<file path="src/rtl/div_sched_pkg.sv">
// Shared types and constants for the complex-divider scheduler and the divider top.
package div_sched_pkg;

  typedef enum logic {
    OWN_EST = 1'b0,
    OWN_EQ  = 1'b1
  } owner_e;

  localparam int DIV_LATENCY_DEF = 36;

  // Bits needed to hold values 0..n inclusive.
  function automatic int clog2_p1(input int n);
    return $clog2(n + 1);
  endfunction

endpackage

</file>
<file path="src/rtl/rr_arb2.sv">
// Two-way round-robin arbiter; the pointer remembers the last winner and moves only on a grant.
module rr_arb2 (
  input  logic       i_clk,
  input  logic       i_reset_n,
  input  logic       i_enable,
  input  logic [1:0] i_req,
  output logic [1:0] o_gnt
);

  logic last_q;

  always_comb begin
    o_gnt = 2'b00;
    if (i_enable) begin
      if (&i_req) o_gnt = last_q ? 2'b01 : 2'b10;
      else        o_gnt = i_req;
    end
  end

  // Reset to 1 so requester 0 wins the first contended cycle.
  always_ff @(posedge i_clk or negedge i_reset_n) begin
    if (!i_reset_n)  last_q <= 1'b1;
    else if (|o_gnt) last_q <= o_gnt[1];
  end

endmodule

</file>
<file path="src/rtl/div_complex_sched.sv">
// Shares one pipelined complex divider between the pilot estimator (req0) and the equalizer (req1),
// tracking owner/tag/zero-divisor alongside the divider and routing each quotient back in grant order.
module div_complex_sched
  import div_sched_pkg::*;
#(
  parameter int DATA_SIZE   = 16,
  parameter int DIV_LATENCY = DIV_LATENCY_DEF,
  parameter int TAG_W       = 8
) (
  input  logic                 i_clk,
  input  logic                 i_reset_n,
  input  logic                 i_enable,
  input  logic                 i_req0_valid,
  output logic                 o_req0_ready,
  input  logic [DATA_SIZE-1:0] i_req0_a_i,
  input  logic [DATA_SIZE-1:0] i_req0_a_q,
  input  logic [DATA_SIZE-1:0] i_req0_b_i,
  input  logic [DATA_SIZE-1:0] i_req0_b_q,
  input  logic [TAG_W-1:0]     i_req0_tag,
  input  logic                 i_req1_valid,
  output logic                 o_req1_ready,
  input  logic [DATA_SIZE-1:0] i_req1_a_i,
  input  logic [DATA_SIZE-1:0] i_req1_a_q,
  input  logic [DATA_SIZE-1:0] i_req1_b_i,
  input  logic [DATA_SIZE-1:0] i_req1_b_q,
  input  logic [TAG_W-1:0]     i_req1_tag,
  output logic                 o_div_valid,
  output logic [DATA_SIZE-1:0] o_div_a_i,
  output logic [DATA_SIZE-1:0] o_div_a_q,
  output logic [DATA_SIZE-1:0] o_div_b_i,
  output logic [DATA_SIZE-1:0] o_div_b_q,
  input  logic [DATA_SIZE-1:0] i_div_q_i,
  input  logic [DATA_SIZE-1:0] i_div_q_q,
  output logic                 o_res0_valid,
  output logic                 o_res1_valid,
  output logic [DATA_SIZE-1:0] o_res_i,
  output logic [DATA_SIZE-1:0] o_res_q,
  output logic [TAG_W-1:0]     o_res_tag,
  output logic                 o_res_dz,
  output logic                 o_busy
);

  localparam int STAGES = DIV_LATENCY;
  localparam int CNT_W  = clog2_p1(DIV_LATENCY + 2);

  typedef struct packed {
    owner_e           own;
    logic [TAG_W-1:0] tag;
    logic             dz;
  } slot_t;

  logic [1:0]           gnt;
  logic                 grant, sel, arb_en, res_stb;
  logic [DATA_SIZE-1:0] a_i, a_q, b_i, b_q;
  logic [TAG_W-1:0]     tag;
  logic [STAGES:0]      vld_pipe;
  slot_t                slot_pipe [STAGES:0];
  logic [CNT_W-1:0]     cnt;

  // Readies are combinational, so mask them with reset to keep all outputs low while it is held.
  assign arb_en = i_enable & i_reset_n;

  rr_arb2 u_arb (
    .i_clk    (i_clk),
    .i_reset_n(i_reset_n),
    .i_enable (arb_en),
    .i_req    ({i_req1_valid, i_req0_valid}),
    .o_gnt    (gnt)
  );

  assign o_req0_ready = gnt[0];
  assign o_req1_ready = gnt[1];
  assign grant        = |gnt;
  assign sel          = gnt[1];

  assign a_i = sel ? i_req1_a_i : i_req0_a_i;
  assign a_q = sel ? i_req1_a_q : i_req0_a_q;
  assign b_i = sel ? i_req1_b_i : i_req0_b_i;
  assign b_q = sel ? i_req1_b_q : i_req0_b_q;
  assign tag = sel ? i_req1_tag : i_req0_tag;

  always_ff @(posedge i_clk or negedge i_reset_n) begin
    if (!i_reset_n) begin
      o_div_valid <= 1'b0;
      o_div_a_i   <= '0;
      o_div_a_q   <= '0;
      o_div_b_i   <= '0;
      o_div_b_q   <= '0;
    end else begin
      o_div_valid <= grant;
      if (grant) begin
        o_div_a_i <= a_i;
        o_div_a_q <= a_q;
        o_div_b_i <= b_i;
        o_div_b_q <= b_q;
      end
    end
  end

  // Slot k is valid k+1 cycles after the grant; the tail lines up with the quotient on i_div_q_*.
  always_ff @(posedge i_clk or negedge i_reset_n) begin
    if (!i_reset_n) begin
      vld_pipe <= '0;
      for (int k = 0; k <= STAGES; k++) slot_pipe[k] <= '0;
    end else begin
      vld_pipe     <= {vld_pipe[STAGES-1:0], grant};
      slot_pipe[0] <= '{own: owner_e'(sel), tag: tag, dz: (b_i == '0) && (b_q == '0)};
      for (int k = 1; k <= STAGES; k++) slot_pipe[k] <= slot_pipe[k-1];
    end
  end

  always_ff @(posedge i_clk or negedge i_reset_n) begin
    if (!i_reset_n) begin
      o_res0_valid <= 1'b0;
      o_res1_valid <= 1'b0;
      o_res_i      <= '0;
      o_res_q      <= '0;
      o_res_tag    <= '0;
      o_res_dz     <= 1'b0;
    end else begin
      o_res0_valid <= vld_pipe[STAGES] && (slot_pipe[STAGES].own == OWN_EST);
      o_res1_valid <= vld_pipe[STAGES] && (slot_pipe[STAGES].own == OWN_EQ);
      if (vld_pipe[STAGES]) begin
        o_res_i   <= slot_pipe[STAGES].dz ? '0 : i_div_q_i;
        o_res_q   <= slot_pipe[STAGES].dz ? '0 : i_div_q_q;
        o_res_tag <= slot_pipe[STAGES].tag;
        o_res_dz  <= slot_pipe[STAGES].dz;
      end
    end
  end

  assign res_stb = o_res0_valid | o_res1_valid;

  always_ff @(posedge i_clk or negedge i_reset_n) begin
    if (!i_reset_n) cnt <= '0;
    else begin
      case ({grant, res_stb})
        2'b10:   cnt <= cnt + 1'b1;
        2'b01:   cnt <= cnt - 1'b1;
        default: ;
      endcase
    end
  end

  assign o_busy = (cnt != '0) || o_div_valid;

endmodule

</file>
<file path="config.mk">
export PLATFORM = sky130hd
export DESIGN_NAME = div_complex_sched
export DESIGN_NICKNAME = d
export VERILOG_FILES = /design/src/rtl/div_sched_pkg.sv /design/src/rtl/rr_arb2.sv /design/src/rtl/div_complex_sched.sv
export SDC_FILE = /design/constraint.sdc
export NUM_CORES = 1
export LEC_CHECK = 0
export BUFFER_PORTS_ARGS = -buffer_cell sky130_fd_sc_hd__buf_2
export CORE_MARGIN = 3
export CORE_UTILIZATION = 45
export CTS_CLUSTER_SIZE = 24
export DETAILED_ROUTE_END_ITERATION = 8
export HOLD_SLACK_MARGIN = 0.12
export PLACE_DENSITY = 0.69
export SLEW_MARGIN = 20
export SYNTH_ARGS = -nofsm -noshare
export SYNTH_HDL_FRONTEND = slang
export SYNTH_HIERARCHICAL = 1
export SYNTH_SLANG_ARGS = --single-unit
</file>
<file path="constraint.sdc">
create_clock -name i_clk -period 2.6 [get_ports i_clk]
set_input_delay 0.13 -clock i_clk [delete_from_list [all_inputs] [get_ports i_clk]]
set_output_delay 0.13 -clock i_clk [all_outputs]
set_load 0.01 [all_outputs]
</file>
After elaboration in Yosys (flattened, before gate mapping)

Index checks and enable logic that the tools add are counted.

Register bits: 522
Input bits: 181
Logic and storage cells: 153

$add $sub $neg: 2
Equality and inequality tests: 2
Multiplexer cells: 11
Bitwise operators: 3
Reductions and logical operators: 10

Operators with widths:

| operator                                                           | count |
|---|---|
| 16-bit 2-to-1 mux                                                  | 6 |
| 16-bit logical NOT                                                 | 2 |
| 6-bit case mux with 2 select lines                                 | 1 |
| 8-bit 2-to-1 mux                                                   | 1 |
| 6-bit by 1-bit adder with 6-bit output, second input constant      | 1 |
| 2-bit 2-to-1 mux                                                   | 3 |
| 6-bit nonzero test                                                 | 1 |
| 6-bit by 1-bit subtractor with 6-bit output, second input constant | 1 |
| 1-bit logical AND                                                  | 3 |
| 2-bit by 1-bit == test with 1-bit output, second input constant    | 1 |
| 2-bit == test, second input constant                               | 1 |
| 2-bit AND reduction                                                | 1 |
| 2-bit nonzero test                                                 | 1 |
| 2-bit OR reduction                                                 | 1 |
| 1-bit bitwise AND                                                  | 1 |
| 1-bit logical OR                                                   | 1 |
| 1-bit NOT                                                          | 1 |
| 1-bit bitwise OR                                                   | 1 |

Depth between registers and ports, before layout

Depth in word-level cells: 6
Mapped depth: 14
Gate-level depth less buffers: 11

Cells and area by module

Netlist, hierarchy kept.

By module, submodules not included:

| module            | times used | cells each | area each (um^2) |
|---|---|---|---|
| div_complex_sched | 1          | 925        | 15631.2 |
| rr_arb2           | 1          | 8          | 62.6 |

Worst setup path before layout

OpenSTA, ideal clock, no wires.

Path kind: register -> register
From: register u_arb.last_q
To: register cnt[4]
Setup time: 132 ps
Arrival: 2742 ps
Slack: -273 ps
Cell stages (with the launch flop): 14
Buffers on the path: 3
Period minus slack after synthesis: 2873 ps
Path through: dfstp_2 inv_1 a21oi_1 buf_2 buf_2 nor2_1 ha_1 buf_2 xor2_1 ha_1 a21o_1 a21oi_1 nor3_1 xor2_1

Word-level cells in the longest chain between the ends: 6

RTL lines:

| what                                                                      | RTL line                 | source |
|---|---|---|
| from (decl)                                                               | rr_arb2.sv:10            | `logic last_q;` |
| from (signal assigned)                                                    | rr_arb2.sv:23            | `else if (\|o_gnt) last_q <= o_gnt[1];` |
| 2-bit 2-to-1 mux (*) (2 in series)                                        | rr_arb2.sv:15            | `if (&i_req) o_gnt = last_q ? 2'b01 : 2'b10;` |
| 2-bit 2-to-1 mux (*)                                                      | rr_arb2.sv:14            | `if (i_enable) begin` |
| via o_req0_ready                                                          | div_complex_sched.sv:14  | `output logic o_req0_ready,` |
| 2-bit OR reduction (*)                                                    | div_complex_sched.sv:73  | `assign grant = \|gnt;` |
| 2-bit by 1-bit == test with 1-bit output or 2-bit == test (tied branches) | div_complex_sched.sv:137 | `case ({grant, res_stb})` |
| 6-bit case mux with 2 select lines or 2-bit nonzero test (tied branches)  | n/a                      |  |
| to (signal assigned)                                                      | div_complex_sched.sv:138 | `2'b10: cnt <= cnt + 1'b1;` |
| to (signal assigned)                                                      | div_complex_sched.sv:139 | `2'b01: cnt <= cnt - 1'b1;` |
| to (decl)                                                                 | div_complex_sched.sv:58  | `logic [CNT_W-1:0] cnt;` |

The timed path passes the listed nets; every way through them passes the cells marked *.
A chain may end at the register's enable or synchronous reset.

Final worst setup path

From: register u_arb.last_q
To: register o_div_b_q[2]

Word-level cells in the longest chain between the ends: 4

RTL lines:

| what                                                    | RTL line                                         | source |
|---|---|---|
| 2-bit 2-to-1 mux (*) (2 in series)                      | rr_arb2.sv:15                                    |  |
| 2-bit 2-to-1 mux (*)                                    | rr_arb2.sv:14                                    |  |
| 16-bit 2-to-1 mux or 2-bit OR reduction (tied branches) | div_complex_sched.sv:79, div_complex_sched.sv:73 |  |
| to (signal assigned)                                    | div_complex_sched.sv:95                          | `o_div_b_q <= b_q;` |
| to (decl)                                               | div_complex_sched.sv:31                          | `output logic [DATA_SIZE-1:0] o_div_b_q,` |

Every way passes the cells marked *; elsewhere a longest branch is shown, timed or not.

==> implementation parameters <==
Parameter                              Value

Status
  Status    completed

Drt
  Number of remaining DRC errors    0
  Number of nets with antenna violations after detailed routing    0
  Number of iterations in the first detailed-routing pass    5
  Iteration-0 DRC Markers    475
  Per-cell routed wire length    16.4 microns
  Number of vias after detailed routing    9238
  Final Routed Wirelength    31800 microns
  Vias per inst    4.76

Pwr
  Post-layout total power    19100 uW
  Sequential fraction of design power    49.4%
  Switching Share    23.6%
  Proportion of power drawn by the clock network    38.3%
  Switching power    4510 uW
  Pwr Density    889 mW/mm^2
  Internal power    14600 uW
  Relative contribution of combinational cells to total power    12.3%
  Peak ir drop on the vdd network    0.508 mV
  Leak    0.0101 uW

Synth
  Number of enable-type register cells in the synthesized netlist    0
  Syn. warnings    6
  Average cell area after synthesis    16.8 sq um
  Top cell type by total area after synthesis    sky130_fd_sc_hd__dfrtp_1
  Synthesized instance count    933
  Cell Area, Synth    0.0157 sq mm
  List of most frequent post-synthesis cells    sky130_fd_sc_hd__dfrtp_1, sky130_fd_sc_hd__o21ai_0, sky130_fd_sc_hd__nand2_1
  Post-synth top area share    82.9%
  Sequential area share after synthesis    83.1%
  Most frequently used cell type in the post-synthesis netlist    sky130_fd_sc_hd__dfrtp_1
  Share of synthesized flip-flops with an asynchronous set or reset    100%
  Ranking of synthesized cells by area    sky130_fd_sc_hd__dfrtp_1, sky130_fd_sc_hd__mux2i_1, sky130_fd_sc_hd__o21ai_0
  Unique masters post-synth    36
  Count of state elements after synthesis    521
  Most instantiated flip-flop cell in the synthesis netlist    sky130_fd_sc_hd__dfrtp_1
  Synthesized net count    1117

Critical path
  Cell Chain, Critical Path    inv_1 > a21oi_4 > clkbuf_16 > mux2_2 > mux2_2 > dlygate4sd3_1
  Critical Path Fanout Max    33
  Peak per-stage delay on the critical path    0.57 ns
  Cell type with the highest occurrence count on the critical path    sky130_fd_sc_hd__mux2_2
  Worst path arrival time    2.93 ns
  CP required    3.02 ns
  Crit path launch type    register
  Sort of element at the end of the critical path    register
  Kind of critical path    register to register
  Slowest CP cell    sky130_fd_sc_hd__dfstp_2

Clocking
  Total number of clock tree sinks    521
  Root buffer cell    sky130_fd_sc_hd__clkbuf_16
  Clock tree from TritonCTS    built
  Clock transition at the registers of the reported paths    0.06 ns
  Insertion delay of the later-clocked pin in the worst-skew pair    0.56 ns
  Number of buffers on the longest clock path    3
  Maximum level of the CTS H-tree    2
  Number of buffers created by CTS    50

Finish
  Share of final-layout standard cells stronger than drive strength 1    29.6%
  Number of standard cells in the layout, taps in and fillers out    1940
  Final design utilization    63.2%
  Layout Area Growth over Synthesis    36.8%
  Number of nets in the layout    1634

Floorplanning
  Die boundary height    193 microns
  Std cell rows    67
  Horizontal extent of the die    193 microns
  I/O pin count    292
  Core region area    0.0340 sq mm
  Initial cell density of the core    46.2%
  DIE AREA    0.0372 sq mm

Timing
  Count of final max-slew check failures    0
  Worst slew margin    41.8%
  Final worst path period share    96.2%
  Slew at the pin closest to its max-slew limit    0.873 ns
  Highest clock rate    400 MHz
  Shortest period the worst path allows    2.50 ns
  Setup TNS    0 ns
  Final-report hold violation count    0
  Clock Skews    0.0244 ns
  RSZ-0062 raised after global routing    no
  Endpoints failing setup    0

Global routing
  Antenna violations before repair    1
  Maximum number of pins on one net before global-route repair    153
  Number of global-route vias before repair    9891
  Met2 routing resource usage after global routing    27.4%
  GR peak layer    met2
  Fraction of met3 tracks used by global routing    4.65%
  Met1 Use GR    22.0%
  Global-route wire length before repair    50300 microns
  Overflow left after global routing    0
  Total GRT Usage    17.1%

Placed design
  Routability cong.    0.809
  Number of placed instances with taps included    1647
  HPWL after detailed placement    17900 microns
  Count of input and output buffers    291

Run
  Max cap viols    0

Worst hold path
  Path category of the worst min-delay check    input port to asynchronous set/reset pin
==> metrics by stage <==
stage | area, sq um | hold slack (ns) | setup slack, ns
after global placement | 17700 | 0.266 | 0.385
after global routing | 21500 | 0.280 | 0.0332
final | 21500 | 0.256 | 0.0981
after floorplan | 15700 | -0.166 | 0.0165
after detailed placement | 17700 | 0.284 | 0.317
after CTS | 21500 | 0.293 | 0.0191
==> routing by layer <==
layer	routed length, microns	up-vias
met4	1300	0
met2	15100	396
met5	0	-
met3	2380	95
li1	-	4122
met1	13000	4625
==> power by group through the flow <==
stage | combinational (uW) | sequential [uW] | clock (uW)
after floorplan | 667 | 9620 | 0
after global placement | 1720 | 9540 | 0
after detailed placement | 1780 | 9550 | 0
after CTS | 2290 | 9430 | 7540
after global routing | 2570 | 9530 | 7920
final | 2340 | 9430 | 7300
==> logic make-up (layout without fill, tap and decap cells) <==
family          after synthesis  after routing  share of synthesized area, %
flops                       521            521                          83.1
simple gates                131            131                          4.71
compound gates              109            109                          3.67
mux                          90             90                          6.01
buf+inv                      71            629                          1.84
xor+xnor                      8              8                         0.446
fa+ha+maj                     3              3                         0.239
other cells                   0              1                             0
==> cells in the final DEF (no fill, tap or decap), types with 3 or more instances in the layout <==
cell type                         n
sky130_fd_sc_hd__dfrtp_1        519
sky130_fd_sc_hd__buf_2          290
sky130_fd_sc_hd__dlygate4sd3_1  198
sky130_fd_sc_hd__o21ai_0         89
sky130_fd_sc_hd__nand2_1         62
sky130_fd_sc_hd__mux2i_1         56
sky130_fd_sc_hd__clkbuf_16       51
sky130_fd_sc_hd__inv_1           35
sky130_fd_sc_hd__mux2_2          34
sky130_fd_sc_hd__nand3b_1        31
sky130_fd_sc_hd__clkbuf_8        15
sky130_fd_sc_hd__clkinv_2        13
sky130_fd_sc_hd__or4_1            9
sky130_fd_sc_hd__or4b_2           8
sky130_fd_sc_hd__o22ai_1          8
sky130_fd_sc_hd__xor2_1           7
sky130_fd_sc_hd__buf_4            5
sky130_fd_sc_hd__buf_12           5
sky130_fd_sc_hd__nor2_1           4
sky130_fd_sc_hd__nor2b_1          4
sky130_fd_sc_hd__clkbuf_1         4
sky130_fd_sc_hd__bufinv_16        4
sky130_fd_sc_hd__a21oi_1          3
sky130_fd_sc_hd__ha_1             3
==> path summary, 6_finish.rpt <==
check / startpoint / to / slack [ns] / cells past startpoint
max reg2reg: u_arb/last_q / o_div_b_q[2] / 0.1 / 6
min reg2reg: slot_pipe[230] / slot_pipe[240] / 0.34 / 0
max: u_arb/last_q / o_div_b_q[2] / 0.1 / 6
max in group asynchronous: i_reset_n / vld_pipe[36] / 0.96 / 4
min in group i_clk: i_enable / slot_pipe[9] / 0.32 / 5
min: i_reset_n / slot_pipe[347] / 0.26 / 3
==> sequential cells by signal, summed over array words and instances (netlist names) <==
| name | flops |
|---|---|
| o_res0_valid | 1 |
| u_arb/last_q | 1 |
| o_res_q | 16 |
| o_res_i | 16 |
| o_div_a_q | 16 |
| o_res_tag | 8 |
| slot_pipe | 370 |
| o_div_a_i | 16 |
| o_res_dz | 1 |
| o_res1_valid | 1 |
| cnt | 6 |
| vld_pipe | 37 |
| o_div_b_i | 16 |
| o_div_b_q | 16 |
==> layout make-up <==
class | instances | area, sq um
flip-flops and latches | 521 | 13000
fillers | 2315 | 12500
repair buffers | 501 | 3620
multi-input cells | 341 | 2390
clock buffers | 69 | 1470
well taps | 448 | 561
clock inverters | 24 | 251
inverters | 35 | 131
diodes | 1 | 2.50
==> timing repair <==
action,4_1_cts,5_1_grt
gates resized for setup,0,2
setup buffers,0,0
endpoints found under the setup margin,0,8
hold buffers,198,0
hold endpoints to repair,210,0
==> critical path: cells and delay by family, from the launching register on <==
| family | cells | cell delay [ns] |
|---|---|---|
| DFF | 1 | 0.57 |
| AOI/OAI and AO/OA | 1 | 0.21 |
| muxes | 2 | 0.64 |
| buffers and inverters | 3 | 0.96 |
No activity file was read; power rests on OpenSTA's default activity.
